`src/rtl/decode_stage_pkg.sv`:
```
// ============================================================================
// Module   : decode_stage_pkg
// Brief    : Shared types, ALU/operand encodings and field decoders for the
//            RV32I/M registered decode stage.
// Revision : 1.0
// ============================================================================
`default_nettype none

package decode_stage_pkg;

  localparam int C_XLEN = 32;

  // ALU operation codes (extends the original define.vh numbering)
  localparam logic [5:0] ALU_LUI    = 6'd0;
  localparam logic [5:0] ALU_JAL    = 6'd1;
  localparam logic [5:0] ALU_JALR   = 6'd2;
  localparam logic [5:0] ALU_BEQ    = 6'd3;
  localparam logic [5:0] ALU_BNE    = 6'd4;
  localparam logic [5:0] ALU_BLT    = 6'd5;
  localparam logic [5:0] ALU_BGE    = 6'd6;
  localparam logic [5:0] ALU_BLTU   = 6'd7;
  localparam logic [5:0] ALU_BGEU   = 6'd8;
  localparam logic [5:0] ALU_LB     = 6'd9;
  localparam logic [5:0] ALU_LH     = 6'd10;
  localparam logic [5:0] ALU_LW     = 6'd11;
  localparam logic [5:0] ALU_LBU    = 6'd12;
  localparam logic [5:0] ALU_LHU    = 6'd13;
  localparam logic [5:0] ALU_SB     = 6'd14;
  localparam logic [5:0] ALU_SH     = 6'd15;
  localparam logic [5:0] ALU_SW     = 6'd16;
  localparam logic [5:0] ALU_ADD    = 6'd17;
  localparam logic [5:0] ALU_SUB    = 6'd18;
  localparam logic [5:0] ALU_XOR    = 6'd19;
  localparam logic [5:0] ALU_OR     = 6'd20;
  localparam logic [5:0] ALU_AND    = 6'd21;
  localparam logic [5:0] ALU_SLT    = 6'd22;
  localparam logic [5:0] ALU_SLTU   = 6'd23;
  localparam logic [5:0] ALU_SLL    = 6'd24;
  localparam logic [5:0] ALU_SRL    = 6'd25;
  localparam logic [5:0] ALU_SRA    = 6'd26;
  localparam logic [5:0] ALU_MUL    = 6'd27;
  localparam logic [5:0] ALU_MULH   = 6'd28;
  localparam logic [5:0] ALU_MULHSU = 6'd29;
  localparam logic [5:0] ALU_MULHU  = 6'd30;
  localparam logic [5:0] ALU_DIV    = 6'd31;
  localparam logic [5:0] ALU_DIVU   = 6'd32;
  localparam logic [5:0] ALU_REM    = 6'd33;
  localparam logic [5:0] ALU_REMU   = 6'd34;
  localparam logic [5:0] ALU_NOP    = 6'd35;

  localparam logic [1:0] OP_TYPE_NONE = 2'd0;
  localparam logic [1:0] OP_TYPE_REG  = 2'd1;
  localparam logic [1:0] OP_TYPE_IMM  = 2'd2;
  localparam logic [1:0] OP_TYPE_PC   = 2'd3;

  localparam logic [6:0] c_opc_op     = 7'b0110011;
  localparam logic [6:0] c_opc_opimm  = 7'b0010011;
  localparam logic [6:0] c_opc_load   = 7'b0000011;
  localparam logic [6:0] c_opc_store  = 7'b0100011;
  localparam logic [6:0] c_opc_branch = 7'b1100011;
  localparam logic [6:0] c_opc_lui    = 7'b0110111;
  localparam logic [6:0] c_opc_auipc  = 7'b0010111;
  localparam logic [6:0] c_opc_jal    = 7'b1101111;
  localparam logic [6:0] c_opc_jalr   = 7'b1100111;
  localparam logic [6:0] c_opc_system = 7'b1110011;

  localparam logic [31:0] c_ecall  = 32'h0000_0073;
  localparam logic [31:0] c_ebreak = 32'h0010_0073;

  typedef struct packed {
    logic [4:0]        srcreg1_num;
    logic [4:0]        srcreg2_num;
    logic [4:0]        dstreg_num;
    logic [C_XLEN-1:0] imm;
    logic [5:0]        alucode;
    logic [1:0]        aluop1_type;
    logic [1:0]        aluop2_type;
    logic              reg_we;
    logic              is_load;
    logic              is_store;
    logic              is_halt;
    logic              is_illegal;
  } decoded_t;

  typedef struct packed {
    logic [C_XLEN-1:0] pc;
    decoded_t          dec;
  } entry_t;

  typedef enum logic [0:0] {
    ST_RUN  = 1'b0,
    ST_HALT = 1'b1
  } state_t;

  // alt selects SUB/SRA (funct7 = 0100000) over ADD/SRL
  function automatic logic [5:0] alu_base(input logic [2:0] f3, input logic alt);
    case (f3)
      3'b000:  return alt ? ALU_SUB : ALU_ADD;
      3'b001:  return ALU_SLL;
      3'b010:  return ALU_SLT;
      3'b011:  return ALU_SLTU;
      3'b100:  return ALU_XOR;
      3'b101:  return alt ? ALU_SRA : ALU_SRL;
      3'b110:  return ALU_OR;
      default: return ALU_AND;
    endcase
  endfunction

  function automatic logic [5:0] alu_mext(input logic [2:0] f3);
    case (f3)
      3'b000:  return ALU_MUL;
      3'b001:  return ALU_MULH;
      3'b010:  return ALU_MULHSU;
      3'b011:  return ALU_MULHU;
      3'b100:  return ALU_DIV;
      3'b101:  return ALU_DIVU;
      3'b110:  return ALU_REM;
      default: return ALU_REMU;
    endcase
  endfunction

  function automatic logic [5:0] alu_load(input logic [2:0] f3);
    case (f3)
      3'b000:  return ALU_LB;
      3'b001:  return ALU_LH;
      3'b010:  return ALU_LW;
      3'b100:  return ALU_LBU;
      3'b101:  return ALU_LHU;
      default: return ALU_NOP;
    endcase
  endfunction

  function automatic logic [5:0] alu_store(input logic [2:0] f3);
    case (f3)
      3'b000:  return ALU_SB;
      3'b001:  return ALU_SH;
      3'b010:  return ALU_SW;
      default: return ALU_NOP;
    endcase
  endfunction

  function automatic logic [5:0] alu_branch(input logic [2:0] f3);
    case (f3)
      3'b000:  return ALU_BEQ;
      3'b001:  return ALU_BNE;
      3'b100:  return ALU_BLT;
      3'b101:  return ALU_BGE;
      3'b110:  return ALU_BLTU;
      3'b111:  return ALU_BGEU;
      default: return ALU_NOP;
    endcase
  endfunction

endpackage

`default_nettype wire

```
`src/rtl/decode_comb.sv`:
```
// ============================================================================
// Module   : decode_comb
// Brief    : Purely combinational RV32I/M instruction word -> decoded bundle.
// Revision : 1.0
// ============================================================================
`default_nettype none

module decode_comb
  import decode_stage_pkg::*;
#(
  parameter int ENABLE_M       = 1,
  parameter int HALT_ON_EBREAK = 0
) (
  input  logic [31:0] i_ir,
  output decoded_t    o_dec
);

  logic [6:0]  w_opcode;
  logic [6:0]  w_funct7;
  logic [2:0]  w_funct3;
  logic [4:0]  w_rs1;
  logic [4:0]  w_rs2;
  logic [4:0]  w_rd;
  logic [31:0] w_imm_i;
  logic [31:0] w_imm_s;
  logic [31:0] w_imm_b;
  logic [31:0] w_imm_u;
  logic [31:0] w_imm_j;
  logic [31:0] w_imm_sh;
  logic        w_illegal;
  decoded_t    w_dec;

  assign w_opcode = i_ir[6:0];
  assign w_rd     = i_ir[11:7];
  assign w_funct3 = i_ir[14:12];
  assign w_rs1    = i_ir[19:15];
  assign w_rs2    = i_ir[24:20];
  assign w_funct7 = i_ir[31:25];

  assign w_imm_i  = {{20{i_ir[31]}}, i_ir[31:20]};
  assign w_imm_s  = {{20{i_ir[31]}}, i_ir[31:25], i_ir[11:7]};
  assign w_imm_b  = {{19{i_ir[31]}}, i_ir[31], i_ir[7], i_ir[30:25], i_ir[11:8], 1'b0};
  assign w_imm_u  = {i_ir[31:12], 12'b0};
  assign w_imm_j  = {{11{i_ir[31]}}, i_ir[31], i_ir[19:12], i_ir[20], i_ir[30:21], 1'b0};
  assign w_imm_sh = {27'b0, i_ir[24:20]};

  always_comb begin
    w_dec         = '0;
    w_dec.alucode = ALU_NOP;
    w_illegal     = 1'b0;
    case (w_opcode)
      c_opc_op: begin
        w_dec.srcreg1_num = w_rs1;
        w_dec.srcreg2_num = w_rs2;
        w_dec.dstreg_num  = w_rd;
        w_dec.aluop1_type = OP_TYPE_REG;
        w_dec.aluop2_type = OP_TYPE_REG;
        w_dec.reg_we      = 1'b1;
        if (w_funct7 == 7'b0000000)
          w_dec.alucode = alu_base(w_funct3, 1'b0);
        else if (w_funct7 == 7'b0100000 && (w_funct3 == 3'b000 || w_funct3 == 3'b101))
          w_dec.alucode = alu_base(w_funct3, 1'b1);
        else if (w_funct7 == 7'b0000001 && ENABLE_M != 0)
          w_dec.alucode = alu_mext(w_funct3);
        else
          w_illegal = 1'b1;
      end
      c_opc_opimm: begin
        w_dec.srcreg1_num = w_rs1;
        w_dec.dstreg_num  = w_rd;
        w_dec.aluop1_type = OP_TYPE_REG;
        w_dec.aluop2_type = OP_TYPE_IMM;
        w_dec.reg_we      = 1'b1;
        w_dec.imm         = w_imm_i;
        w_dec.alucode     = alu_base(w_funct3, 1'b0);
        // shift-immediates carry funct7 in the upper immediate bits
        if (w_funct3 == 3'b001) begin
          w_dec.imm = w_imm_sh;
          if (w_funct7 != 7'b0000000) w_illegal = 1'b1;
        end else if (w_funct3 == 3'b101) begin
          w_dec.imm = w_imm_sh;
          if (w_funct7 == 7'b0100000)      w_dec.alucode = alu_base(w_funct3, 1'b1);
          else if (w_funct7 != 7'b0000000) w_illegal = 1'b1;
        end
      end
      c_opc_load: begin
        w_dec.srcreg1_num = w_rs1;
        w_dec.dstreg_num  = w_rd;
        w_dec.aluop1_type = OP_TYPE_REG;
        w_dec.aluop2_type = OP_TYPE_IMM;
        w_dec.reg_we      = 1'b1;
        w_dec.is_load     = 1'b1;
        w_dec.imm         = w_imm_i;
        w_dec.alucode     = alu_load(w_funct3);
        if (w_funct3 == 3'b011 || w_funct3 == 3'b110 || w_funct3 == 3'b111) w_illegal = 1'b1;
      end
      c_opc_store: begin
        w_dec.srcreg1_num = w_rs1;
        w_dec.srcreg2_num = w_rs2;
        w_dec.aluop1_type = OP_TYPE_REG;
        w_dec.aluop2_type = OP_TYPE_IMM;
        w_dec.is_store    = 1'b1;
        w_dec.imm         = w_imm_s;
        w_dec.alucode     = alu_store(w_funct3);
        if (w_funct3 > 3'b010) w_illegal = 1'b1;
      end
      c_opc_branch: begin
        w_dec.srcreg1_num = w_rs1;
        w_dec.srcreg2_num = w_rs2;
        w_dec.aluop1_type = OP_TYPE_REG;
        w_dec.aluop2_type = OP_TYPE_REG;
        w_dec.imm         = w_imm_b;
        w_dec.alucode     = alu_branch(w_funct3);
        if (w_funct3 == 3'b010 || w_funct3 == 3'b011) w_illegal = 1'b1;
      end
      c_opc_lui: begin
        w_dec.dstreg_num  = w_rd;
        w_dec.aluop2_type = OP_TYPE_IMM;
        w_dec.reg_we      = 1'b1;
        w_dec.imm         = w_imm_u;
        w_dec.alucode     = ALU_LUI;
      end
      c_opc_auipc: begin
        w_dec.dstreg_num  = w_rd;
        w_dec.aluop1_type = OP_TYPE_PC;
        w_dec.aluop2_type = OP_TYPE_IMM;
        w_dec.reg_we      = 1'b1;
        w_dec.imm         = w_imm_u;
        w_dec.alucode     = ALU_ADD;
      end
      c_opc_jal: begin
        w_dec.dstreg_num  = w_rd;
        w_dec.aluop1_type = OP_TYPE_PC;
        w_dec.aluop2_type = OP_TYPE_IMM;
        w_dec.reg_we      = 1'b1;
        w_dec.imm         = w_imm_j;
        w_dec.alucode     = ALU_JAL;
      end
      c_opc_jalr: begin
        w_dec.srcreg1_num = w_rs1;
        w_dec.dstreg_num  = w_rd;
        w_dec.aluop1_type = OP_TYPE_REG;
        w_dec.aluop2_type = OP_TYPE_IMM;
        w_dec.reg_we      = 1'b1;
        w_dec.imm         = w_imm_i;
        w_dec.alucode     = ALU_JALR;
      end
      c_opc_system: begin
        if (i_ir == c_ecall)       w_dec.is_halt = 1'b1;
        else if (i_ir == c_ebreak) w_dec.is_halt = (HALT_ON_EBREAK != 0);
        else                       w_illegal = 1'b1;
      end
      default: w_illegal = 1'b1;
    endcase

    // an illegal word must not have any architectural side effect downstream
    if (w_illegal) begin
      w_dec            = '0;
      w_dec.alucode    = ALU_NOP;
      w_dec.is_illegal = 1'b1;
    end
  end

  assign o_dec = w_dec;

endmodule

`default_nettype wire

```
`src/rtl/decode_stage.sv`:
```
// ============================================================================
// Module   : decode_stage
// Brief    : Registered RV32I/M decode stage with 2-entry skid buffer, flush
//            and sticky halt.
// Revision : 1.0
// ============================================================================
`default_nettype none

module decode_stage
  import decode_stage_pkg::*;
#(
  parameter int XLEN           = 32,
  parameter int ENABLE_M       = 1,
  parameter int HALT_ON_EBREAK = 0
) (
  input  logic            clk,
  input  logic            rst,
  input  logic            flush,
  input  logic            in_valid,
  output logic            in_ready,
  input  logic [31:0]     ir,
  input  logic [XLEN-1:0] pc,
  output logic            out_valid,
  input  logic            out_ready,
  output logic [XLEN-1:0] pc_out,
  output logic [4:0]      srcreg1_num,
  output logic [4:0]      srcreg2_num,
  output logic [4:0]      dstreg_num,
  output logic [XLEN-1:0] imm,
  output logic [5:0]      alucode,
  output logic [1:0]      aluop1_type,
  output logic [1:0]      aluop2_type,
  output logic            reg_we,
  output logic            is_load,
  output logic            is_store,
  output logic            is_halt,
  output logic            is_illegal,
  output logic            halted
);

  if (XLEN != 32) begin : g_xlen_check
    $error("decode_stage: only XLEN=32 is supported");
  end

  decoded_t w_dec;
  entry_t   w_in_entry;

  state_t   r_state;
  logic     r_v0;
  logic     r_v1;
  entry_t   r_e0;
  entry_t   r_e1;
  logic     r_in_ready;

  state_t   w_state_nxt;
  logic     w_v0_nxt;
  logic     w_v1_nxt;
  entry_t   w_e0_nxt;
  entry_t   w_e1_nxt;
  logic     w_acc;
  logic     w_pop;

  decode_comb #(
    .ENABLE_M       (ENABLE_M),
    .HALT_ON_EBREAK (HALT_ON_EBREAK)
  ) u_decode_comb (
    .i_ir  (ir),
    .o_dec (w_dec)
  );

  assign w_in_entry.pc  = pc;
  assign w_in_entry.dec = w_dec;

  assign w_acc = in_valid && r_in_ready;
  assign w_pop = r_v0 && out_ready;

  always_comb begin
    w_state_nxt = r_state;
    w_v0_nxt    = r_v0;
    w_v1_nxt    = r_v1;
    w_e0_nxt    = r_e0;
    w_e1_nxt    = r_e1;
    if (flush) begin
      w_v0_nxt = 1'b0;
      w_v1_nxt = 1'b0;
    end else begin
      if (w_acc && w_dec.is_halt) w_state_nxt = ST_HALT;
      // in_ready implies an empty skid entry, so accept and r_v1 never coincide
      if (w_pop) begin
        if (r_v1) begin
          w_e0_nxt = r_e1;
          w_v1_nxt = 1'b0;
        end else if (w_acc) begin
          w_e0_nxt = w_in_entry;
        end else begin
          w_v0_nxt = 1'b0;
        end
      end else if (w_acc) begin
        if (r_v0) begin
          w_e1_nxt = w_in_entry;
          w_v1_nxt = 1'b1;
        end else begin
          w_e0_nxt = w_in_entry;
          w_v0_nxt = 1'b1;
        end
      end
    end
  end

  always_ff @(posedge clk) begin
    if (rst) begin
      r_state    <= ST_RUN;
      r_v0       <= 1'b0;
      r_v1       <= 1'b0;
      r_e0       <= '0;
      r_e1       <= '0;
      r_in_ready <= 1'b0;
    end else begin
      r_state    <= w_state_nxt;
      r_v0       <= w_v0_nxt;
      r_v1       <= w_v1_nxt;
      r_e0       <= w_e0_nxt;
      r_e1       <= w_e1_nxt;
      r_in_ready <= (w_state_nxt == ST_RUN) && !w_v1_nxt;
    end
  end

  assign in_ready    = r_in_ready;
  assign out_valid   = r_v0;
  assign halted      = (r_state == ST_HALT);
  assign pc_out      = r_e0.pc;
  assign srcreg1_num = r_e0.dec.srcreg1_num;
  assign srcreg2_num = r_e0.dec.srcreg2_num;
  assign dstreg_num  = r_e0.dec.dstreg_num;
  assign imm         = r_e0.dec.imm;
  assign alucode     = r_e0.dec.alucode;
  assign aluop1_type = r_e0.dec.aluop1_type;
  assign aluop2_type = r_e0.dec.aluop2_type;
  assign reg_we      = r_e0.dec.reg_we;
  assign is_load     = r_e0.dec.is_load;
  assign is_store    = r_e0.dec.is_store;
  assign is_halt     = r_e0.dec.is_halt;
  assign is_illegal  = r_e0.dec.is_illegal;

endmodule

`default_nettype wire
```
`config.mk`:
```
export PLATFORM = sky130hd
export DESIGN_NAME = decode_stage
export DESIGN_NICKNAME = d
export VERILOG_FILES = /design/src/rtl/decode_stage_pkg.sv /design/src/rtl/decode_comb.sv /design/src/rtl/decode_stage.sv
export SDC_FILE = /design/constraint.sdc
export NUM_CORES = 1
export LEC_CHECK = 0
export BUFFER_PORTS_ARGS = -buffer_cell sky130_fd_sc_hd__buf_2
export CAP_MARGIN = 20
export CORE_ASPECT_RATIO = 0.8
export CORE_UTILIZATION = 55
export DETAILED_ROUTE_END_ITERATION = 16
export PLACE_DENSITY = 0.78
export SYNTH_ARGS = -nofsm -noshare
export SYNTH_HDL_FRONTEND = slang
export SYNTH_SLANG_ARGS = --single-unit
```
`constraint.sdc`:
```
create_clock -name clk -period 6.4 [get_ports clk]
set_input_delay 1.28 -clock clk [delete_from_list [all_inputs] [get_ports clk]]
set_output_delay 1.28 -clock clk [all_outputs]
set_load 0.005 [all_outputs]
```
# Word-level counts from Yosys, hierarchy flattened
# Cells that the tools add are included.
[op_classes]
magnitude_cmp = 1
eq_ne = 24
n_mux = 54
n_bitwise = 3
reduce_logical = 28
[ops]
columns = ["operator", "count"]
rows = [
  ["two-way mux 94 bit", 5],
  ["one-hot mux 32 bit (6 select lines)", 1],
  ["two-way mux 62 bit", 1],
  ["one-hot mux 4 bit (7 select lines)", 2],
  ["one-hot mux 6 bit (9 select lines)", 1],
  ["one-hot mux 6 bit (7 select lines)", 1],
  ["two-way mux 38 bit", 1],
  ["one-hot mux 6 bit (6 select lines)", 1],
  ["== test 32 x 21 -> 1 bit, second input constant", 1],
  ["== test 32 x 7 -> 1 bit, second input constant", 1],
  ["two-way mux 32 bit", 1],
  ["one-hot mux 6 bit (5 select lines)", 1],
  ["== test 7 x 6 -> 1 bit, second input constant", 4],
  ["== test 7 bit, second input constant", 4],
  ["two-way mux 1 bit", 27],
  ["two-way mux 6 bit", 4],
  ["one-hot mux 6 bit (3 select lines)", 1],
  ["two-way mux 5 bit", 3],
  ["== test 7 x 5 -> 1 bit, second input constant", 2],
  ["OR reduction 7 bit", 2],
  ["== test 3 bit, second input constant", 4],
  ["OR reduction 2 bit", 5],
  ["one-hot mux 2 bit (2 select lines)", 2],
  ["AND reduction 4 bit", 2],
  ["other kinds (21)", 33],
]
[word_totals]
reg_bits = 192
in_bits = 69
out_inout_bits = 97
wordCells = 140

# Longest topological paths before layout
# Gate-level depths: netlist (run 1).
[logic_depth]
depth_word = 12
mapped_depth = 10
mapped_depth_nobuf = 6

# By module
# A second synthesis (run 1) with hierarchy kept.
[unflattened]
hier_cells = 1151
area_unflattened_um2 = 9913.3
[modules_own_cells]
columns = ["mod", "instances", "cells_per_inst", "area_per_inst_um2", "seq_area_each_um2"]
rows = [
  ["decode_stage", 1, 887, 8440.6, 3843.7],
  ["decode_comb", 1, 264, 1472.7, 0.0],
]

# Worst setup path after synthesis (run 1)
# OpenSTA, ideal clock, no wires.
[synth_timing]
path_type = "input to register"
startpoint = "input port ir[26]"
endpoint = "register r_e0 (netlist bit is_illegal)"
setup_ns = 0.117
t_arrival_ns = 3.197
t_required_ns = 6.283
setup_slack_ns = 3.085
path_stages = 7
path_buffers = 1
path_cell_list = "or3_1 or3_4 o311a_4 nor4_4 buf_6 nand2_1 a32o_1"
[synth_between]
elab_chain_cells = 10
elab_cells_between_ends = 23
cone_classes = "4 x eq/ne; 16 x mux; 3 x reduce/logical"
[synth_rtl]
columns = ["element", "line_no", "text"]
rows = [
  ["from (decl)", "decode_stage.sv:21", "input logic [31:0] ir,"],
  ["nonzero test 7 bit", "decode_comb.sv:79, decode_comb.sv:83", ""],
  ["two-way mux 1 bit", "decode_comb.sv:79, decode_comb.sv:83", ""],
  ["two-way mux 1 bit", "decode_comb.sv:82", "if (w_funct7 == 7'b0100000) w_dec.alucode = alu_base(w_funct3, 1'b1);"],
  ["two-way mux 1 bit", "decode_comb.sv:80", "end else if (w_funct3 == 3'b101) begin"],
  ["two-way mux 1 bit", "decode_comb.sv:77", "if (w_funct3 == 3'b001) begin"],
  ["one-hot mux 1 bit (7 select lines) *", "decode_comb.sv:51", "case (w_opcode)"],
  ["two-way mux 62 bit *", "decode_comb.sv:157", "if (w_illegal) begin"],
  ["two-way mux 94 bit (on tied branches)", "decode_stage.sv:99, decode_stage.sv:93", ""],
  ["two-way mux 94 bit (on tied branches)", "decode_stage.sv:98, decode_stage.sv:90", ""],
  ["two-way mux 94 bit *", "decode_stage.sv:89", "if (w_pop) begin"],
  ["to (signal assigned)", "decode_stage.sv:122", "r_e0 <= w_e0_nxt;"],
  ["to (decl)", "decode_stage.sv:51", "entry_t r_e0;"],
]
# Mark *: on every way between the ends. The rest lies on a longest branch, timed or not. The select of a mux whose other input is x is not followed.
# A chain may end at the register's enable or synchronous reset.

# Worst setup path after layout (run 1)
[layout_timing]
startpoint = "input port ir[4]"
endpoint = "register r_e0 (netlist bit imm[22])"
[layout_between]
elab_chain_cells = 8
elab_cells_between_ends = 25
cone_classes = "12 x eq/ne; 10 x mux; 3 x reduce/logical"
[layout_rtl]
columns = ["element", "line_no", "text"]
rows = [
  ["== test 32 x 21 -> 1 bit", "decode_comb.sv:150", "else if (i_ir == c_ebreak) w_dec.is_halt = (HALT_ON_EBREAK != 0);"],
  ["two-way mux 1 bit", "decode_comb.sv:150", ""],
  ["two-way mux 1 bit", "decode_comb.sv:149", "if (i_ir == c_ecall) w_dec.is_halt = 1'b1;"],
  ["one-hot mux 1 bit (7 select lines)", "decode_comb.sv:51", ""],
  ["two-way mux 62 bit *", "decode_comb.sv:157", ""],
  ["two-way mux 94 bit (on tied branches)", "decode_stage.sv:99, decode_stage.sv:93", ""],
  ["two-way mux 94 bit (on tied branches)", "decode_stage.sv:98, decode_stage.sv:90", ""],
  ["two-way mux 94 bit *", "decode_stage.sv:89", ""],
]
# Marked as above.

==> results of run 1 <==
flip-flops by register name (all words and copies together), names as in the netlist, 2 cells and up:
register     flops
alucode          6
aluop1_type      2
aluop2_type      2
dstreg_num       5
imm             32
pc_out          32
r_e1            94
srcreg1_num      5
srcreg2_num      5
cell families after synthesis:
group,Yosys count
compound gates,381
xor+xnor,1
buf+inv,108
flops,192
mux,1
simple gates,405
cell type report:
class / count / area, um2
clock buffers: 21 / 480.5
clock inverters: 11 / 121.4
fillers: 1310 / 5111
inverters: 8 / 30.03
multi-input cells: 788 / 4374
flip-flops and latches: 192 / 3844
well taps: 210 / 262.8
repair buffers: 176 / 940.9
Yosys cell counts (7+ instances only):
cell type | count | area, um2
buf_2 | 7 | 35.03
nand2_1 | 192 | 720.7
nand2b_1 | 7 | 43.79
nor3_1 | 14 | 70.07
dfxtp_1 | 192 | 3844
o221ai_1 | 13 | 113.9
a311oi_1 | 33 | 289.0
nand4b_1 | 11 | 96.34
nor2_1 | 82 | 307.8
and2_1 | 16 | 100.1
o21ai_0 | 88 | 440.4
nor2b_1 | 7 | 43.79
inv_1 | 8 | 30.03
a22o_1 | 28 | 245.2
nand3_1 | 21 | 105.1
nand4_1 | 16 | 100.1
a21oi_1 | 159 | 795.8
clkbuf_1 | 83 | 311.6
report_power, final:
part	switching, uW	internal (uW)
logic	144	78.1
registers	14.8	1220
clock network	490	590
stage by stage:
stage / setup slack (ns) / instances / area [um2]
2_1_floorplan: 3.085 / 1088 / 8618
3_3_place_gp: 2.116 / 1373 / 9424
3_5_place_dp: 2.033 / 1374 / 9452
4_1_cts: 2.464 / 1406 / 10050
5_1_grt: 2.227 / 1406 / 10050
6_report: 2.413 / 1406 / 10050
worst max-delay path, stage by stage:
cell	delay [ns]
buf_2	0.21
or3b_1	0.53
nor4_2	0.65
o311a_4	0.37
nor3_4	0.04
buf_4	0.23
a31oi_1	0.83
a21oi_1	0.10
path summary, 6_finish.rpt:
path                            slack [ns]  endpoint
worst min register to register        0.45   imm[21]
worst max-delay path                  2.41   imm[22]
worst max register to register        3.21  r_e1[34]
worst min-delay path                  0.45   imm[21]
per-layer routing:
metal / track usage / wire (um) / part of all wire / vias up
met5: 0 / 0 / 0 / -
met4: 0.08817 / 397 / 0.015 / 0
met3: 0.09026 / 2536 / 0.097 / 43
met2: 0.4637 / 11190 / 0.43 / 405
met1: 0.4727 / 12050 / 0.46 / 4111
li1: - / - / - / 4117
==> impl_results.md, run 1 <==
- Syn_nets: 1,157
- Residual DRC: 0
- Chip width: 142.0 um
- # hold bufs at CTS: 0
- Worst-skew pair later-pin latency: 0.44 ns
- Worst Path Required: 6.66 ns
- Clk slew on worst S/H paths: 0.07 ns
- Synth unique cells: 66
- Pwr dens: 252.5 nW/um2
- WL/cell: 18.61 um
- Post-synthesis mux area share: 0.001161
- Clock sinks: 192
- DR iter-0 viols: 918
- TritonCTS buffer count: 17
- Nets: 1,252
- Antenna-violating nets left: 0
- Synth Area in Adders: 0
- Layout area overhead: 16.65%
- Setup TNS: 0 ns
- Crit path from: ir[4]
- Antenna violations before repair: 0
- Min-delay worst type: flop to flop
- Max Freq: 250.8 MHz
- R2R depth: 5
- Pwr Total: 2539 uW
- Worst hold stages: 2
- Final Hold Fails: 0
- I/O pin cnt: 166
- CTS Buffer Depth: 2
- Grt ovf: 0
- Pleak: 0.003899 uW
- Setup bufs post-CTS: 0
- Die Y: 114.0 um
- Router iterations before antenna repair: 9
- Slew @ Worst Pin: 1.047 ns
- Diode count: 0
- CTS tree: built
- Drt via density: 6.171
- Final period utilization: 0.6230
- Vias in the first global route: 7,643
- Dpl hpwl: 16,630 um
- Most frequent cells in the layout: nand2_1 (192), dfxtp_1 (192), buf_2 (165)
- Layout cell share with drive strength beyond 1: 0.1898
- Setup Crit Path Kind: input port to flop
- Starting Density: 0.5683
- Slew Viols, Final: 0
- Synthesis-stage register bit count: 192
- Outcome: finished, final reports clean
- Nature of the critical path endpoint: flop
- Synth Area in Compound Gates: 0.2785
- RSZ-0062 raised after global routing: false
- Largest family of logic cells by synthesized area: compound AO/OA/AOI/OAI gates
- Vias: 8,676
- Arrival @ worst endpoint: 4.25 ns
- GRT Util Overall: 0.3235
- Post-synth EDFFs: 0
- Worst hold slack: 0.4504 ns
- Die footprint: 16,180 um2
- Startpoint types: input port
- Reg-to-reg startpoint: out_valid
- DRT Wirelength: 26,170 um
- CP Max Fanout: 26
- CTS H-tree lvls: 4
- First-pass GRT wire length: 41,000 um
- # rows: 40
- GPL Wtd Cong: 0.9782
- Register area share after synthesis: 0.4460
- Min-delay src: imm[21]
- Mapped Avg Cell Area: 7.921 um2
- Tmin final: 3.987 ns
- Max-cap viol count: 0
- Largest net degree at the start of global routing: 127
- Max_slew headroom: 0.2968
- Post-CTS resize count: 0
- Clock root buffer: clkbuf_16
- Endpoints failing setup: 0
- CORE AREA: 15,160 um2
- Core Util, Final: 0.6630
- Most used DFF post-synth: dfxtp_1
- XOR/XNOR Fraction of Synth Area: 0.001016
- Netlist Area Pre-Place: 8618 um2
- Simple-Gate Fraction of Synth Area: 0.2218
- Post-synth ARST share: 0
- Cells after Synth: 1,088
- Worst Skew: 0.009827 ns
- Max rail drop VDD: 0.1817 mV
- Yosys warns: 0
- Number of buffers added on ports: 165
Note: power is estimated with default switching activity, not from simulation.
==> run 2: changes to the inputs <==
--- a/config.mk
+++ b/config.mk
@@ -5,12 +5,13 @@
 export SDC_FILE = /design/constraint.sdc
 export NUM_CORES = 1
 export LEC_CHECK = 0
+export ABC_AREA = 1
 export BUFFER_PORTS_ARGS = -buffer_cell sky130_fd_sc_hd__buf_2
 export CAP_MARGIN = 20
 export CORE_ASPECT_RATIO = 0.8
 export CORE_UTILIZATION = 55
 export DETAILED_ROUTE_END_ITERATION = 16
-export PLACE_DENSITY = 0.78
+export PLACE_DENSITY = 0.77
 export SYNTH_ARGS = -nofsm -noshare
 export SYNTH_HDL_FRONTEND = slang
 export SYNTH_SLANG_ARGS = --single-unit
==> constraint.sdc (replaced) <==
create_clock -name clk -period 4.1 [get_ports clk]
set_input_delay 0.82 -clock clk [delete_from_list [all_inputs] [get_ports clk]]
set_output_delay 0.82 -clock clk [all_outputs]
set_load 0.005 [all_outputs]
==> impl_results.md, run 2 <==
- Min-delay worst type: flop to flop
- Antenna-violating nets left: 0 (unchanged)
- Cells after Synth: 1,403 (+29%)
- Reg-to-reg startpoint: out_valid
- Final period utilization: 0.6706
- Max-cap viol count: 0 (unchanged)
- Max_slew headroom: 0.2955 (-0.001317)
- Worst Skew: 0.01019 ns (+0.0003587 ns)
- Router iterations before antenna repair: 5 (-4)
- Most used DFF post-synth: dfxtp_1
- Clock root buffer: clkbuf_16
- Number of buffers added on ports: 165 (unchanged)
- Antenna violations before repair: 0 (unchanged)
- Vias in the first global route: 8,520 (+11%)
- Largest register FFs: 94 (unchanged)
- Clock sinks: 192 (unchanged)
- Arrival @ worst endpoint: 3.12 ns (-1.13 ns)
- DR iter-0 viols: 807 (-12%)
- Met3 Use GR: 0.05245 (-0.03781)
- # rows: 42 (+5.0%)
- DRT Wirelength: 26,120 um (-0.19%)
- Yosys warns: 0 (unchanged)
- Max rail drop VDD: 0.2299 mV (+27%)
- Max Freq: 363.7 MHz
- Core Util, Final: 0.6587 (-0.004249)
- Vias: 9,527 (+9.8%)
- Largest net degree at the start of global routing: 76 (-40%)
- Nets: 1,572 (+26%)
- Setup Crit Path Kind: input port to flop
- Residual DRC: 0 (unchanged)
- Layout area overhead: 15.12%
- Largest family of logic cells by synthesized area: simple AND/OR/NAND/NOR gates
- Die footprint: 18,030 um2 (+11%)
- Clk slew on worst S/H paths: 0.07 ns (about the same)
- Worst Path Required: 4.47 ns (-2.19 ns)
- Diode count: 0 (unchanged)
- Synth Area in Compound Gates: 0.1835 (-0.09497)
- CTS tree: built
- R2R depth: 7 (+2)
- Synth Area in Adders: 0 (unchanged)
- Syn_nets: 1,472 (+27%)
- Drt via density: 5.488 (-11%)
- Grt ovf: 0 (unchanged)
- Slew @ Worst Pin: 1.053 ns (+0.006041 ns)
- Cells after DPL: 1,704 (+24%)
- Dpl hpwl: 17,370 um (+4.4%)
- CTS Buffer Depth: 2 (unchanged)
- Setup bufs post-CTS: 0 (unchanged)
- Chip width: 149.9 um (+5.6%)
- I/O pin cnt: 166 (unchanged)
- RSZ-0062 raised after global routing: false
- Starting Density: 0.5722 (+0.003856)
- WL/cell: 15.05 um (-19%)
- Most common cell in the netlist: nand2_1
- Synth unique cells: 31 (-53%)
- Pleak: 0.005345 uW (+37%)
- Simple-Gate Fraction of Synth Area: 0.3437 (+0.1219)
- Top reg by flops: r_e1
- Die Y: 120.3 um (+5.6%)
- CTS H-tree lvls: 4 (unchanged)
- First-pass GRT wire length: 42,560 um (+3.8%)
- Synth top area share: 0.3995 (-0.04651)
- Startpoint types: input port
- Synthesis-stage register bit count: 192 (unchanged)
- Met1 Track Usage GR: 0.4211 (-0.05167)
- Most common cell after layout, fill and taps aside: nand2_1
- Post-synthesis mux area share: 0 (-0.001161)
- Post-CTS resize count: 0 (unchanged)
- M2 GR Usage: 0.4433 (-0.02042)
- CORE AREA: 16,820 um2 (+11%)
- Top cells by instance count after synthesis: nand2_1 (324), nor2_1 (258), dfxtp_1 (192)
- XOR/XNOR Fraction of Synth Area: 0 (-0.001016)
- Biggest area consumer among synthesized cells: dfxtp_1
- Netlist Area Pre-Place: 9622 um2 (+12%)
- Endpoints failing setup: 0 (unchanged)
- Post-synth EDFFs: 0 (unchanged)
- Setup TNS: 0 ns (unchanged)
- Nature of the critical path endpoint: flop
- CP Max Fanout: 36 (+38%)
- Top cells by area, synth: dfxtp_1 (40%), nand2_1 (13%), nor2_1 (10%), o21ai_0 (7.3%), nand3_2 (5.3%)
- Crit path from: ir[3]
- Outcome: finished, final reports clean
- Final Hold Fails: 0 (unchanged)
- Tmin final: 2.749 ns
- Most frequent cells in the layout: nand2_1 (324), nor2_1 (257), dfxtp_1 (192)
- Critical path endpoint: dstreg_num[1]
- Slew Viols, Final: 0 (unchanged)
- GPL Wtd Cong: 0.9792 (+0.10%)
- Layout cell share with drive strength beyond 1: 0.2177 (+0.02788)
- Pwr Total: 3915 uW (+54%)
- Pwr dens: 353.5 nW/um2 (+40%)
- Mapped Avg Cell Area: 6.858 um2 (-13%)
- Post-synth ARST share: 0 (unchanged)
- TritonCTS buffer count: 17 (unchanged)
- R2R Setup Slk: 1.67 ns (-1.54 ns)
- RR Endpoint: pc_out[12]
- Register area share after synthesis: 0.3995 (-0.04651)
- Final non-filler cell total: 1,736 (+23%)
- GRT Max-Usage Layer: met2
- # hold bufs at CTS: 0 (unchanged)
- GRT Util Overall: 0.2934 (-0.03006)
- Worst-skew pair later-pin latency: 0.43 ns (about the same)
[run 2: worst max-delay path, stage by stage]
cell and delay (ns):
buf_2 0.10, inv_1 0.07, nand2_2 0.08, nor2_8 0.20, nand2_1 0.12, nor2_4 0.14, nand2_1 0.08, nor2_2 0.26
nor2_1 0.18, nor2_8 0.33, buf_12 0.32, nand3_2 0.13, nand2_1 0.09, nand2_1 0.06, a21oi_2 0.11
[run 2: final cells by class]
class	instances	area, um2
Sequential cell	192	3844
Fill cell	1542	5739
Multi-Input combinational cell	1047	5086
Tap cell	220	275.3
Timing Repair Buffer	180	1001
Clock buffer	17	425.4
Inverter	65	247.7
Clock inverter	15	197.7
[run 2: cell families (layout without fill, tap and decap cells)]
group | Yosys count | count (layout)
AOI/OAI and AO/OA | 314 | 314
buffers and inverters | 164 | 277
DFF | 192 | 192
and+or+nand+nor | 733 | 733
[run 2: worst min path at each step]
| stage | startpoint | to | slack [ns] | depth (start not counted) |
|---|---|---|---|---|
| 6_report | aluop1_type[0] | aluop1_type[0] | 0.46 | 2 |
| 5_1_grt | imm[3] | imm[3] | 0.48 | 2 |
| 2_1_floorplan | r_e1[1] | r_e1[1] | 0.45 | 2 |
| 3_5_place_dp | imm[3] | imm[3] | 0.45 | 2 |
| 3_3_place_gp | alucode[4] | alucode[4] | 0.45 | 2 |
| 4_1_cts | imm[3] | imm[3] | 0.46 | 2 |
[run 2: metal layers]
metal | wire (um) | part of all wire
met4 | 575 | 0.022
met2 | 11440 | 0.44
met1 | 12290 | 0.47
met5 | 0 | 0
met3 | 1816 | 0.070
[run 2: metrics by stage]
step / area, um2 / hold slack (ns) / setup WS (ns)
floorplan: 9622 / 0.4457 / 1.841
global route: 11080 / 0.4787 / 1.187
global placement: 10450 / 0.4486 / 0.9940
detailed placement: 10450 / 0.4532 / 0.9533
CTS: 11080 / 0.4645 / 1.377
finish: 11080 / 0.4624 / 1.351
[run 2: power by group]
part           internal, uW  switching [uW]
Combinational          81.3             183
Clock                   980             782
Sequential             1880            8.82
Total                  2940             973
==> run 3: changes to the inputs <==
--- a/config.mk
+++ b/config.mk
@@ -9,9 +9,9 @@
 export BUFFER_PORTS_ARGS = -buffer_cell sky130_fd_sc_hd__buf_2
 export CAP_MARGIN = 20
 export CORE_ASPECT_RATIO = 0.8
-export CORE_UTILIZATION = 55
+export CORE_UTILIZATION = 51
 export DETAILED_ROUTE_END_ITERATION = 16
-export PLACE_DENSITY = 0.77
+export PLACE_DENSITY = 0.76
 export SYNTH_ARGS = -nofsm -noshare
 export SYNTH_HDL_FRONTEND = slang
 export SYNTH_SLANG_ARGS = --single-unit
==> constraint.sdc (replaced) <==
create_clock -name clk -period 2.3 [get_ports clk]
set_input_delay 0.46 -clock clk [delete_from_list [all_inputs] [get_ports clk]]
set_output_delay 0.46 -clock clk [all_outputs]
set_load 0.005 [all_outputs]
==> impl_results.md, run 3 (synthesis results as in run 2) <==
- CTS H-tree lvls: 4 (unchanged)
- Max_slew headroom: 0.4330 (+0.1375)
- Max-cap viol count: 0 (unchanged)
- Clk slew on worst S/H paths: 0.07 ns (about the same)
- Antenna violations before repair: 1 (+1)
- Worst-skew pair later-pin latency: 0.44 ns (about the same)
- Outcome: finished, final reports clean
- Nature of the critical path endpoint: flop
- RSZ-0062 raised after global routing: false
- Worst Path Required: 2.61 ns (-1.86 ns)
- Tmin final: 1.917 ns
- Endpoints failing setup: 0 (unchanged)
- First-pass GRT wire length: 43,950 um (+3.3%)
- Slowest cell on crit path: nor3_1
- Drt via density: 5.312 (-3.2%)
- Register area: 3844 um2 (unchanged)
- Multi-input logic area: 5086 um2 (unchanged)
- Crit path max-delay family: simple AND/OR/NAND/NOR gates
- DR iter-0 viols: 821 (+1.7%)
- Residual DRC: 0 (unchanged)
- Final period utilization: 0.8335
- Die footprint: 19,420 um2 (+7.7%)
- Top reg by flops: r_e1
- Largest register FFs: 94 (unchanged)
- GRT Util Overall: 0.2794 (-0.01396)
- Min-delay worst type: input port to flop
- WL/cell: 14.68 um (-2.4%)
- Nets: 1,617 (+2.9%)
- Largest net degree at the start of global routing: 70 (-7.9%)
- Number of buffers added on ports: 165 (unchanged)
- Grt ovf: 0 (unchanged)
- Chip width: 155.6 um (+3.8%)
- Setup bufs post-CTS: 0 (unchanged)
- Startpoint types: input port
- Crit path from: ir[1]
- Critical path, cell by cell: buf_2, nand2_2, nor2_1, nand2_1, nand2_2, nor3_1, nor2_1, nand3_2, nand2_1, nand2_1, a21oi_1
- CP Max Fanout: 6 (-83%)
- TritonCTS buffer count: 17 (unchanged)
- Dpl hpwl: 18,440 um (+6.2%)
- Most common cell after layout, fill and taps aside: nand2_1
- CP most frequent cell: nand2_1
- GPL Wtd Cong: 0.9512 (-2.9%)
- Max rail drop VDD: 0.4298 mV (+87%)
- DRT Wirelength: 26,640 um (+2.0%)
- WP buf/inv: 1 (-2)
- Clock root buffer: clkbuf_16
- Vias in the first global route: 8,758 (+2.8%)
- Post-CTS resize count: 0 (unchanged)
- Worst Skew: 0.01239 ns (+0.002208 ns)
- Pwr dens: 607.5 nW/um2 (+72%)
- Starting Density: 0.5248 (-0.04733)
- I/O pin cnt: 166 (unchanged)
- Most frequent cells in the layout: nand2_1 (324), nor2_1 (257), dfxtp_1 (192)
- Max Freq: 521.6 MHz
- Layout cell share with drive strength beyond 1: 0.2402 (+0.02255)
- Setup Crit Path Kind: input port to flop
- Pleak: 0.005630 uW (+5.3%)
- Slew @ Worst Pin: 0.8440 ns (-0.2088 ns)
- CTS tree: built
- Router iterations before antenna repair: 5 (unchanged)
- Reg-to-reg startpoint: in_ready
- Min-delay src: flush
- Worst hold slack: 0.2338 ns (-0.2286 ns)
- Final Hold Fails: 0 (unchanged)
- Arrival @ worst endpoint: 2.23 ns (-0.89 ns)
- Slew Viols, Final: 0 (unchanged)
- Clock sinks: 192 (unchanged)
- Layout area overhead: 20.68%
- Crit path largest cell delay: 0.70 ns (+0.37 ns)
- CTS Buffer Depth: 2 (unchanged)
- Antenna-violating nets left: 0 (unchanged)
- Vias: 9,642 (+1.2%)
- # hold bufs at CTS: 0 (unchanged)
- Fill count: 1,704 (+11%)
- CORE AREA: 18,330 um2 (+9.0%)
- Setup TNS: 0 ns (unchanged)
- Die Y: 124.9 um (+3.8%)
- # rows: 44 (+4.8%)
run 3: changes by cell type in the layout (fill, tap and decap cells not counted), moves of 3 or more:
| cell | previous run | this run |
|---|---|---|
| inv_6 | 5 | 1 |
| inv_8 | 1 | 4 |
| clkinv_8 | 1 | 6 |
| buf_4 | 10 | 45 |
| buf_12 | 5 | 15 |
run 3: worst paths after layout:
check,slack [ns],end,cells after the start
worst max-delay path,0.38,dstreg_num[4],11
worst min-delay path,0.23,out_valid,2
worst max register to register,0.66,dstreg_num[0],10
worst min register to register,0.46,alucode[2],2
run 3: final cells by class:
type	count	share of cell area
Multi-Input combinational cell	1047	0.4380
Sequential cell	192	0.3310
Timing Repair Buffer	225	0.1261
Clock buffer	17	0.03664
Tap cell	253	0.02726
Inverter	65	0.02134
Clock inverter	15	0.01940
Antenna cell	1	0.0002155
run 3: worst register-to-register path: cells and delay by family, from the launching register on:
family	cells	cell delay, ns
buffers and inverters	3	0.48
AO/OA/AOI/OAI	2	0.22
flip-flops	1	0.33
AND/OR/NAND/NOR	5	0.55
run 3: stage by stage:
stage	instance area (um2)	util	worst slack [ns]	total power, uW	std cells
after floorplan	9622	-	0.4011	3736	1403
after global placement	10960	0.5977	0.02072	3943	1782
after detailed placement	10960	0.5977	-0.01888	3945	1782
after CTS	11610	0.6332	0.4324	7111	1814
after global routing	11610	0.6334	0.2175	7285	1815
final	11610	0.6334	0.3829	7054	1815
run 3: metal layers:
metal  vias to the layer above  share of wire  track usage
met3                        44          0.056      0.05150
met1                      4435           0.49       0.4016
li1                       4895              -            -
met4                         0          0.021      0.09804
met2                       268           0.44       0.4155
met5                         -              0            0
run 3: where the power goes:
part / internal [uW] / leakage (uW) / switching [uW]
clock: 1620 / 0.000311 / 1560
combinational: 173 / 0.00377 / 333
sequential: 3350 / 0.00155 / 15.8
total: 5140 / 0.00563 / 1910
